[src/rtl/uart_paddle_rx_pkg.sv]
// Shared types and constants for the paddle-position UART receive path.
package uart_pkg;
   typedef enum logic [1:0] {IDLE, START, DATA, STOP} rx_state_t;
   typedef enum logic {WAIT_HI, WAIT_LO} frm_state_t;
   localparam int HDR_BIT = 7;
   localparam int POS_W   = 10;
endpackage

[src/rtl/uart_paddle_rx_if.sv]
// Serial line in, decoded paddle position out.
interface uart_paddle_rx_if;
   import uart_pkg::*;
   logic             i_rx;
   logic [POS_W-1:0] o_pos;
   logic             o_valid;
   logic             o_frame_err;

   modport master (output i_rx, input o_pos, o_valid, o_frame_err);
   modport slave  (input i_rx, output o_pos, o_valid, o_frame_err);
endinterface

[src/rtl/uart_paddle_rx_byte.sv]
// 8N1 byte receiver: input synchronizer, baud counter, byte FSM and shift register.
module uart_rx_byte
   import uart_pkg::*;
#(
   parameter int CLKS_PER_BIT = 104
) (
   input  logic       i_clk,
   input  logic       i_rst,
   input  logic       i_rx,
   output logic       byte_stb,
   output logic [7:0] byte_data,
   output logic       stop_err
);
   localparam int CW = $clog2(CLKS_PER_BIT);
   localparam logic [CW-1:0] CNT_HALF = CW'(CLKS_PER_BIT / 2);
   localparam logic [CW-1:0] CNT_LAST = CW'(CLKS_PER_BIT - 1);

   logic          rx_m, rx_s;
   rx_state_t     state_q, state_d;
   logic [CW-1:0] cnt_q, cnt_d;
   logic [2:0]    bit_q, bit_d;
   logic [7:0]    sh_q, sh_d;
   logic          stb_q, stb_d;
   logic          err_q, err_d;

   always_ff @(posedge i_clk) begin
      if (i_rst) begin
         rx_m    <= 1'b1;
         rx_s    <= 1'b1;
         state_q <= IDLE;
         cnt_q   <= '0;
         bit_q   <= '0;
         sh_q    <= '0;
         stb_q   <= 1'b0;
         err_q   <= 1'b0;
      end else begin
         rx_m    <= i_rx;
         rx_s    <= rx_m;
         state_q <= state_d;
         cnt_q   <= cnt_d;
         bit_q   <= bit_d;
         sh_q    <= sh_d;
         stb_q   <= stb_d;
         err_q   <= err_d;
      end
   end

   always_comb begin
      state_d = state_q;
      cnt_d   = cnt_q;
      bit_d   = bit_q;
      sh_d    = sh_q;
      stb_d   = 1'b0;
      err_d   = 1'b0;
      case (state_q)
         IDLE: begin
            if (!rx_s) begin
               state_d = START;
               cnt_d   = '0;
            end
         end
         START: begin
            // A start bit that is gone by mid-bit was a glitch.
            if (cnt_q == CNT_HALF) begin
               cnt_d   = '0;
               bit_d   = '0;
               state_d = rx_s ? IDLE : DATA;
            end else begin
               cnt_d = cnt_q + 1'b1;
            end
         end
         DATA: begin
            if (cnt_q == CNT_LAST) begin
               cnt_d = '0;
               sh_d  = {rx_s, sh_q[7:1]};
               bit_d = bit_q + 3'd1;
               if (bit_q == 3'd7) state_d = STOP;
            end else begin
               cnt_d = cnt_q + 1'b1;
            end
         end
         STOP: begin
            // Back to IDLE right at mid-stop so a following start edge is caught.
            if (cnt_q == CNT_LAST) begin
               cnt_d   = '0;
               state_d = IDLE;
               if (rx_s) stb_d = 1'b1;
               else      err_d = 1'b1;
            end else begin
               cnt_d = cnt_q + 1'b1;
            end
         end
         default: state_d = IDLE;
      endcase
   end

   assign byte_stb  = stb_q;
   assign byte_data = sh_q;
   assign stop_err  = err_q;
endmodule

[src/rtl/uart_paddle_rx.sv]
// Paddle-position receiver: reassembles header/low byte pairs into a 10-bit position.
module uart_paddle_rx
   import uart_pkg::*;
#(
   parameter int CLKS_PER_BIT = 104
) (
   input  logic             i_clk,
   input  logic             i_rst,
   uart_paddle_rx_if.slave  bus
);
   logic             byte_stb;
   logic [7:0]       byte_data;
   logic             stop_err;

   frm_state_t       frm_q, frm_d;
   logic [2:0]       hi_q, hi_d;
   logic [POS_W-1:0] pos_q, pos_d;
   logic             valid_q, valid_d;
   logic             ferr_q, ferr_d;

   uart_rx_byte #(.CLKS_PER_BIT(CLKS_PER_BIT)) u_byte (
      .i_clk     (i_clk),
      .i_rst     (i_rst),
      .i_rx      (bus.i_rx),
      .byte_stb  (byte_stb),
      .byte_data (byte_data),
      .stop_err  (stop_err)
   );

   always_ff @(posedge i_clk) begin
      if (i_rst) begin
         frm_q   <= WAIT_HI;
         hi_q    <= '0;
         pos_q   <= '0;
         valid_q <= 1'b0;
         ferr_q  <= 1'b0;
      end else begin
         frm_q   <= frm_d;
         hi_q    <= hi_d;
         pos_q   <= pos_d;
         valid_q <= valid_d;
         ferr_q  <= ferr_d;
      end
   end

   // pos only moves together with valid: the downstream synchronizer shifts on valid.
   always_comb begin
      frm_d   = frm_q;
      hi_d    = hi_q;
      pos_d   = pos_q;
      valid_d = 1'b0;
      ferr_d  = 1'b0;
      if (stop_err) begin
         ferr_d = 1'b1;
         frm_d  = WAIT_HI;
         hi_d   = '0;
      end else if (byte_stb) begin
         if (byte_data[HDR_BIT]) begin
            if (byte_data[6:3] == 4'd0) begin
               hi_d  = byte_data[2:0];
               frm_d = WAIT_LO;
            end else begin
               ferr_d = 1'b1;
               frm_d  = WAIT_HI;
            end
         end else if (frm_q == WAIT_LO) begin
            pos_d   = {hi_q, byte_data[6:0]};
            valid_d = 1'b1;
            frm_d   = WAIT_HI;
         end else begin
            ferr_d = 1'b1;
         end
      end
   end

   assign bus.o_pos       = pos_q;
   assign bus.o_valid     = valid_q;
   assign bus.o_frame_err = ferr_q;
endmodule

[src/flat_wrapper.sv]
// flat-port wrapper written by rule: the top's interface ports become plain ports
module uart_paddle_rx_flat import uart_pkg::*;
#(
   parameter int CLKS_PER_BIT = 104
)
  (i_clk, i_rst, bus_i_rx, bus_o_pos, bus_o_valid, bus_o_frame_err);
  uart_paddle_rx_if bus_i ();
  input  logic i_clk;
  input  logic i_rst;
  input wire logic [$bits(bus_i.i_rx)-1:0] bus_i_rx;
  output wire logic [$bits(bus_i.o_pos)-1:0] bus_o_pos;
  output wire logic [$bits(bus_i.o_valid)-1:0] bus_o_valid;
  output wire logic [$bits(bus_i.o_frame_err)-1:0] bus_o_frame_err;
  assign bus_i.i_rx = bus_i_rx;
  assign bus_o_pos = bus_i.o_pos;
  assign bus_o_valid = bus_i.o_valid;
  assign bus_o_frame_err = bus_i.o_frame_err;
  uart_paddle_rx #(.CLKS_PER_BIT(CLKS_PER_BIT)) u_core (.i_clk(i_clk), .i_rst(i_rst), .bus(bus_i));
endmodule
[config.mk]
export PLATFORM = sky130hd
export DESIGN_NAME = uart_paddle_rx_flat
export DESIGN_NICKNAME = d
export VERILOG_FILES = /design/src/rtl/uart_paddle_rx_pkg.sv /design/src/rtl/uart_paddle_rx_if.sv /design/src/rtl/uart_paddle_rx_byte.sv /design/src/rtl/uart_paddle_rx.sv /design/src/flat_wrapper.sv
export SDC_FILE = /design/constraint.sdc
export NUM_CORES = 1
export LEC_CHECK = 0
export ABC_AREA = 0
export CAP_MARGIN = 10
export CELL_PAD_IN_SITES_DETAIL_PLACEMENT = 1
export CELL_PAD_IN_SITES_GLOBAL_PLACEMENT = 2
export CORE_ASPECT_RATIO = 0.6
export CORE_UTILIZATION = 31
export DETAILED_ROUTE_END_ITERATION = 10
export PLACE_DENSITY_LB_ADDON = 0.05
export SYNTH_ARGS = -nofsm -noshare
export SYNTH_HDL_FRONTEND = slang
export SYNTH_SLANG_ARGS = --single-unit
export TNS_END_PERCENT = 50
[constraint.sdc]
create_clock -name i_clk -period 1.5 [get_ports i_clk]
set_clock_uncertainty 0.1 [all_clocks]
set_input_delay 0.375 -clock i_clk [delete_from_list [all_inputs] [get_ports i_clk]]
set_output_delay 0.375 -clock i_clk [all_outputs]
set_load 0.02 [all_outputs]
==> metrics.txt <==
# TYPE chip_impl_metric gauge
chip_impl_info{name="outcome",value="finished, violations left"} 1
chip_impl_info{name="violations_in_the_final_reports",value="negative setup slack"} 1
chip_impl_metric{name="layout.filler_cells",unit=""} 597
chip_impl_metric{name="syn-mean-instance-area",unit="µm²"} 8.94
chip_impl_metric{name="timing.max_slew.rel_slack",unit=""} 0.664
chip_impl_metric{name="drt-wirelength-per-cell",unit="µm"} 15.0
chip_impl_metric{name="start_util",unit=""} 0.333
chip_impl_metric{name="worst_slack",unit="ns"} -0.0993
chip_impl_info{name="rr_endpoint",value="u_core.u_byte.bit_q[0]"} 1
chip_impl_metric{name="power.switching_fraction",unit=""} 0.212
chip_impl_metric{name="synth_cell_type_count",unit=""} 41
chip_impl_metric{name="number_of_cells_on_the_critical_path",unit=""} 7
chip_impl_metric{name="synth_warnings",unit=""} 0
chip_impl_metric{name="grt_start_max_net_pins",unit=""} 17
chip_impl_metric{name="area.sequential",unit="µm²"} 808
chip_impl_metric{name="vdd_drop_max",unit="V"} 0.000346
chip_impl_metric{name="detailed_place_hpwl",unit="µm"} 3290
chip_impl_metric{name="multiInputGateArea",unit="µm²"} 970
chip_impl_metric{name="worst_slew_pin_slew",unit="ns"} 0.503
chip_impl_info{name="crit_start",value="u_core.u_byte.cnt_q[0]"} 1
chip_impl_info{name="regToRegStartpoint",value="u_core.u_byte.cnt_q[0]"} 1
chip_impl_metric{name="setup_total_negative_slack",unit="ns"} -1.36
chip_impl_metric{name="final_nets",unit=""} 250
chip_impl_metric{name="clock_power_share",unit=""} 0.418
chip_impl_info{name="crit_chain",value="inv_4, ha_4, and4b_1, nand3_1, buf_4, o211ai_1, a21oi_1"} 1
chip_impl_metric{name="post-route-period-util",unit=""} 1.07
chip_impl_metric{name="grt_pass1_vias",unit=""} 1550
chip_impl_info{name="clockRootBuffer",value="sky130_fd_sc_hd__clkbuf_8"} 1
chip_impl_metric{name="vias_cell",unit=""} 4.91
chip_impl_metric{name="finalHoldWorstSlack",unit="ns"} 0.319
chip_impl_info{name="slowest_stage",value="sky130_fd_sc_hd__dfxtp_4"} 1
chip_impl_metric{name="area.growth.synth_to_final",unit="%"} 40.3
chip_impl_metric{name="power_density",unit="nW/µm²"} 837
chip_impl_metric{name="cap_viol_max_count",unit=""} 0
chip_impl_metric{name="internal_power_contribution",unit="W"} 0.00162
chip_impl_metric{name="worst-endpoint-required",unit="ns"} 1.57
chip_impl_metric{name="io_pins",unit=""} 15
chip_impl_info{name="critical_path.startpoint_type",value="flip-flop"} 1
chip_impl_metric{name="initial_antenna_violation_count",unit=""} 0
chip_impl_metric{name="worst_ep_arrival_time",unit="ns"} 1.67
chip_impl_metric{name="critPathMaxFanout",unit=""} 3
chip_impl_metric{name="die_w",unit="µm"} 98.8
chip_impl_metric{name="cts_made_buffers",unit=""} 5
chip_impl_metric{name="placementRows",unit=""} 20
chip_impl_metric{name="cts.htree.levels",unit=""} 2
chip_impl_metric{name="power.switching",unit="W"} 0.000433
chip_impl_metric{name="antenna_cells",unit=""} 0
chip_impl_metric{name="core_area",unit="µm²"} 5230
chip_impl_metric{name="achievable-frequency",unit="MHz"} 625
chip_impl_metric{name="logic_gate_share_of_total_power",unit=""} 0.060
chip_impl_metric{name="cts_max_path_buffers",unit=""} 2
chip_impl_metric{name="worst_path_buf_inv",unit=""} 2
chip_impl_metric{name="synth_area",unit="µm²"} 1740
chip_impl_metric{name="worst-r2r-setup-slack",unit="ns"} -0.1
chip_impl_metric{name="drive_gt1_frac",unit=""} 0.291
chip_impl_metric{name="dr_total_vias",unit=""} 1522
chip_impl_metric{name="grt_overflow_total",unit=""} 0
chip_impl_metric{name="drtAntennaViolNets",unit=""} 0
chip_impl_metric{name="totalPowerFinal",unit="W"} 0.00205
chip_impl_metric{name="reg2reg_depth",unit=""} 7
chip_impl_info{name="critical_path_class",value="reg -> reg"} 1
chip_impl_metric{name="grt_pass1_wl",unit="µm"} 7620
chip_impl_metric{name="drt_wl_total",unit="µm"} 4650
chip_impl_metric{name="setup_viol",unit=""} 21
chip_impl_metric{name="finalMaxSlewViolations",unit=""} 0
chip_impl_metric{name="drtPass1Iterations",unit=""} 4
chip_impl_metric{name="cts.sink_count",unit=""} 40
chip_impl_metric{name="seq_power_share",unit=""} 0.522
chip_impl_metric{name="synth-seq-cells",unit=""} 40
chip_impl_metric{name="placement.io_buffers",unit=""} 14
chip_impl_info{name="critical_path.endpoint",value="u_core.u_byte.bit_q[0]"} 1
chip_impl_metric{name="p_leak",unit="nW"} 1.03
chip_impl_metric{name="grtUsageTotal",unit=""} 0.167
chip_impl_metric{name="timing.final.crit_period",unit="ns"} 1.60
chip_impl_metric{name="post_synth_inst_count",unit=""} 195
chip_impl_info{name="endpoint_kind",value="flip-flop"} 1
chip_impl_info{name="grt_setup_unrepaired",value="yes"} 1
chip_impl_info{name="critical_path.top_delay_family",value="simple AND/OR/NAND/NOR gates"} 1
chip_impl_metric{name="clock_latency",unit="ns"} 0.28
chip_impl_info{name="min_path_type",value="reg -> reg"} 1
chip_impl_metric{name="drtIter0Drc",unit=""} 65
chip_impl_metric{name="die-area",unit="µm²"} 5940
chip_impl_metric{name="max_stage_delay",unit="ns"} 0.37
chip_impl_info{name="cts_tree",value="done"} 1
chip_impl_metric{name="floorplan.die.height",unit="µm"} 60.1
chip_impl_metric{name="drc_errors",unit=""} 0
chip_impl_metric{name="synth_seq_area_share",unit=""} 0.459
chip_impl_metric{name="gp_congestion",unit=""} 0.728
chip_impl_metric{name="clkSlewWorstSetupHoldPaths",unit="ns"} 0.07
chip_impl_metric{name="timing.final.hold_violations",unit=""} 0
chip_impl_metric{name="postSynthNetCount",unit=""} 202
-- what timing repair did --
item,4_1_cts,5_1_grt
resized for setup,28,12
pin swaps,5,11
setup buffers,4,3
hold buffers,0,0
setup endpoints to repair,33,28
endpoints found under the hold margin,0,0
gates cloned,0,0
-- logic make-up (layout without fill, tap and decap cells) --
| family | Yosys count | count (layout) | synth area share |
|---|---|---|---|
| adder cells (fa/ha/maj) | 4 | 4 | 0.0287 |
| flip-flops | 40 | 40 | 0.459 |
| AO/OA/AOI/OAI | 40 | 40 | 0.156 |
| buffers and inverters | 17 | 66 | 0.0445 |
| multiplexers | 11 | 11 | 0.0631 |
| AND/OR/NAND/NOR | 82 | 82 | 0.243 |
| XOR/XNOR | 1 | 1 | 0.00502 |
-- cells in the mapped netlist --
cell type / count / area share
sky130_fd_sc_hd__a21oi_1: 17 / 0.049
sky130_fd_sc_hd__o2111ai_1: 3 / 0.015
sky130_fd_sc_hd__nor2_1: 18 / 0.039
sky130_fd_sc_hd__a31oi_4: 1 / 0.012
sky130_fd_sc_hd__nand4_2: 1 / 0.0072
sky130_fd_sc_hd__and2_4: 1 / 0.0050
sky130_fd_sc_hd__nor3b_2: 1 / 0.0072
sky130_fd_sc_hd__o21ai_0: 4 / 0.011
sky130_fd_sc_hd__a31oi_1: 1 / 0.0036
sky130_fd_sc_hd__nor2b_1: 1 / 0.0036
sky130_fd_sc_hd__nand3_2: 1 / 0.0057
sky130_fd_sc_hd__or4_1: 1 / 0.0043
sky130_fd_sc_hd__xor2_1: 1 / 0.0050
sky130_fd_sc_hd__dfxtp_1: 40 / 0.46
sky130_fd_sc_hd__or3b_2: 1 / 0.0050
sky130_fd_sc_hd__or3_1: 1 / 0.0036
sky130_fd_sc_hd__mux2i_1: 11 / 0.063
sky130_fd_sc_hd__and3_1: 1 / 0.0036
sky130_fd_sc_hd__nand2b_1: 3 / 0.011
sky130_fd_sc_hd__o211ai_1: 5 / 0.022
sky130_fd_sc_hd__buf_2: 2 / 0.0057
sky130_fd_sc_hd__and4bb_4: 1 / 0.0093
sky130_fd_sc_hd__or3b_1: 1 / 0.0050
sky130_fd_sc_hd__or2_0: 1 / 0.0036
sky130_fd_sc_hd__nor3_1: 6 / 0.017
sky130_fd_sc_hd__nand3_1: 7 / 0.020
sky130_fd_sc_hd__inv_1: 6 / 0.013
sky130_fd_sc_hd__and2_2: 1 / 0.0043
sky130_fd_sc_hd__buf_4: 1 / 0.0043
sky130_fd_sc_hd__nor4_1: 1 / 0.0036
sky130_fd_sc_hd__or2_2: 3 / 0.011
sky130_fd_sc_hd__a21oi_2: 1 / 0.0050
sky130_fd_sc_hd__clkbuf_1: 7 / 0.015
sky130_fd_sc_hd__a211oi_1: 4 / 0.017
sky130_fd_sc_hd__a2111oi_2: 1 / 0.0086
sky130_fd_sc_hd__buf_6: 1 / 0.0065
sky130_fd_sc_hd__nand2_1: 27 / 0.058
sky130_fd_sc_hd__ha_1: 4 / 0.029
sky130_fd_sc_hd__o21a_1: 3 / 0.013
sky130_fd_sc_hd__nand4_1: 3 / 0.011
sky130_fd_sc_hd__and4b_1: 1 / 0.0057
-- cells in the final DEF (no fill, tap or decap), types with 3 or more instances in the layout --
master                          count
sky130_fd_sc_hd__nand4_1            3
sky130_fd_sc_hd__nand2b_1           3
sky130_fd_sc_hd__buf_4             34
sky130_fd_sc_hd__dlygate4sd2_1     12
sky130_fd_sc_hd__nand3_1            7
sky130_fd_sc_hd__buf_12             3
sky130_fd_sc_hd__nand2_1           27
sky130_fd_sc_hd__clkbuf_8           5
sky130_fd_sc_hd__dfxtp_1           38
sky130_fd_sc_hd__o21a_1             3
sky130_fd_sc_hd__nor3_1             4
sky130_fd_sc_hd__inv_1              4
sky130_fd_sc_hd__a21oi_1           17
sky130_fd_sc_hd__mux2i_1           11
sky130_fd_sc_hd__nor2_1            18
sky130_fd_sc_hd__o211ai_1           5
-- area by class of cell --
| cell class | instances | share of cell area |
|---|---|---|
| well taps | 66 | 0.0337 |
| repair buffers | 52 | 0.185 |
| multi-input cells | 138 | 0.396 |
| flip-flops and latches | 40 | 0.330 |
| clock inverters | 2 | 0.0143 |
| inverters | 6 | 0.0112 |
| clock buffers | 6 | 0.0297 |
-- sequential cells by signal, summed over array words and instances, names as in the netlist, 3 cells and up, named ones only --
name                     flops
u_core.hi_q                  3
u_core.bus.o_pos            10
u_core.u_byte.bit_q          3
u_core.u_byte.cnt_q          7
u_core.u_byte.byte_data      8
-- stage by stage --
stage / cell area (µm²) / instances / setup WS, ns / utilization
after floorplan: 1750 / 195 / -0.0567 / -
after global placement: 2170 / 295 / -0.103 / 0.415
after detailed placement: 2170 / 295 / -0.179 / 0.415
after CTS: 2350 / 307 / -0.121 / 0.449
after global routing: 2450 / 310 / -0.201 / 0.468
final: 2450 / 310 / -0.0993 / 0.468
-- metal layers --
layer | track usage | vias up | wire, µm
li1 | - | 774 | -
met2 | 0.267 | 13 | 2030
met3 | 0.0421 | 0 | 106
met5 | 0 | - | 0
met1 | 0.234 | 735 | 2520
met4 | 0.0256 | 0 | 0
-- power by group through the flow --
| stage | sequential (W) | clock, W | combinational, W |
|---|---|---|---|
| 2_1_floorplan | 0.00110 | 0 | 0.0000448 |
| 3_3_place_gp | 0.00110 | 0 | 0.0000899 |
| 3_5_place_dp | 0.00110 | 0 | 0.0000922 |
| 4_1_cts | 0.00107 | 0.000890 | 0.000102 |
| 5_1_grt | 0.00107 | 0.000942 | 0.000133 |
| 6_report | 0.00107 | 0.000857 | 0.000123 |
-- worst min-delay path by stage --
| stage | start | cells after the start | endpoint |
|---|---|---|---|
| after floorplan | u_core.u_byte.rx_m | 1 | u_core.u_byte.rx_s |
| after global placement | u_core.u_byte.rx_m | 1 | u_core.u_byte.rx_s |
| after detailed placement | u_core.u_byte.rx_m | 1 | u_core.u_byte.rx_s |
| after CTS | u_core.u_byte.rx_m | 1 | u_core.u_byte.rx_s |
| after global routing | u_core.u_byte.rx_m | 1 | u_core.u_byte.rx_s |
| final | u_core.u_byte.rx_m | 1 | u_core.u_byte.rx_s |
Note: power is estimated with default switching activity, not from simulation.
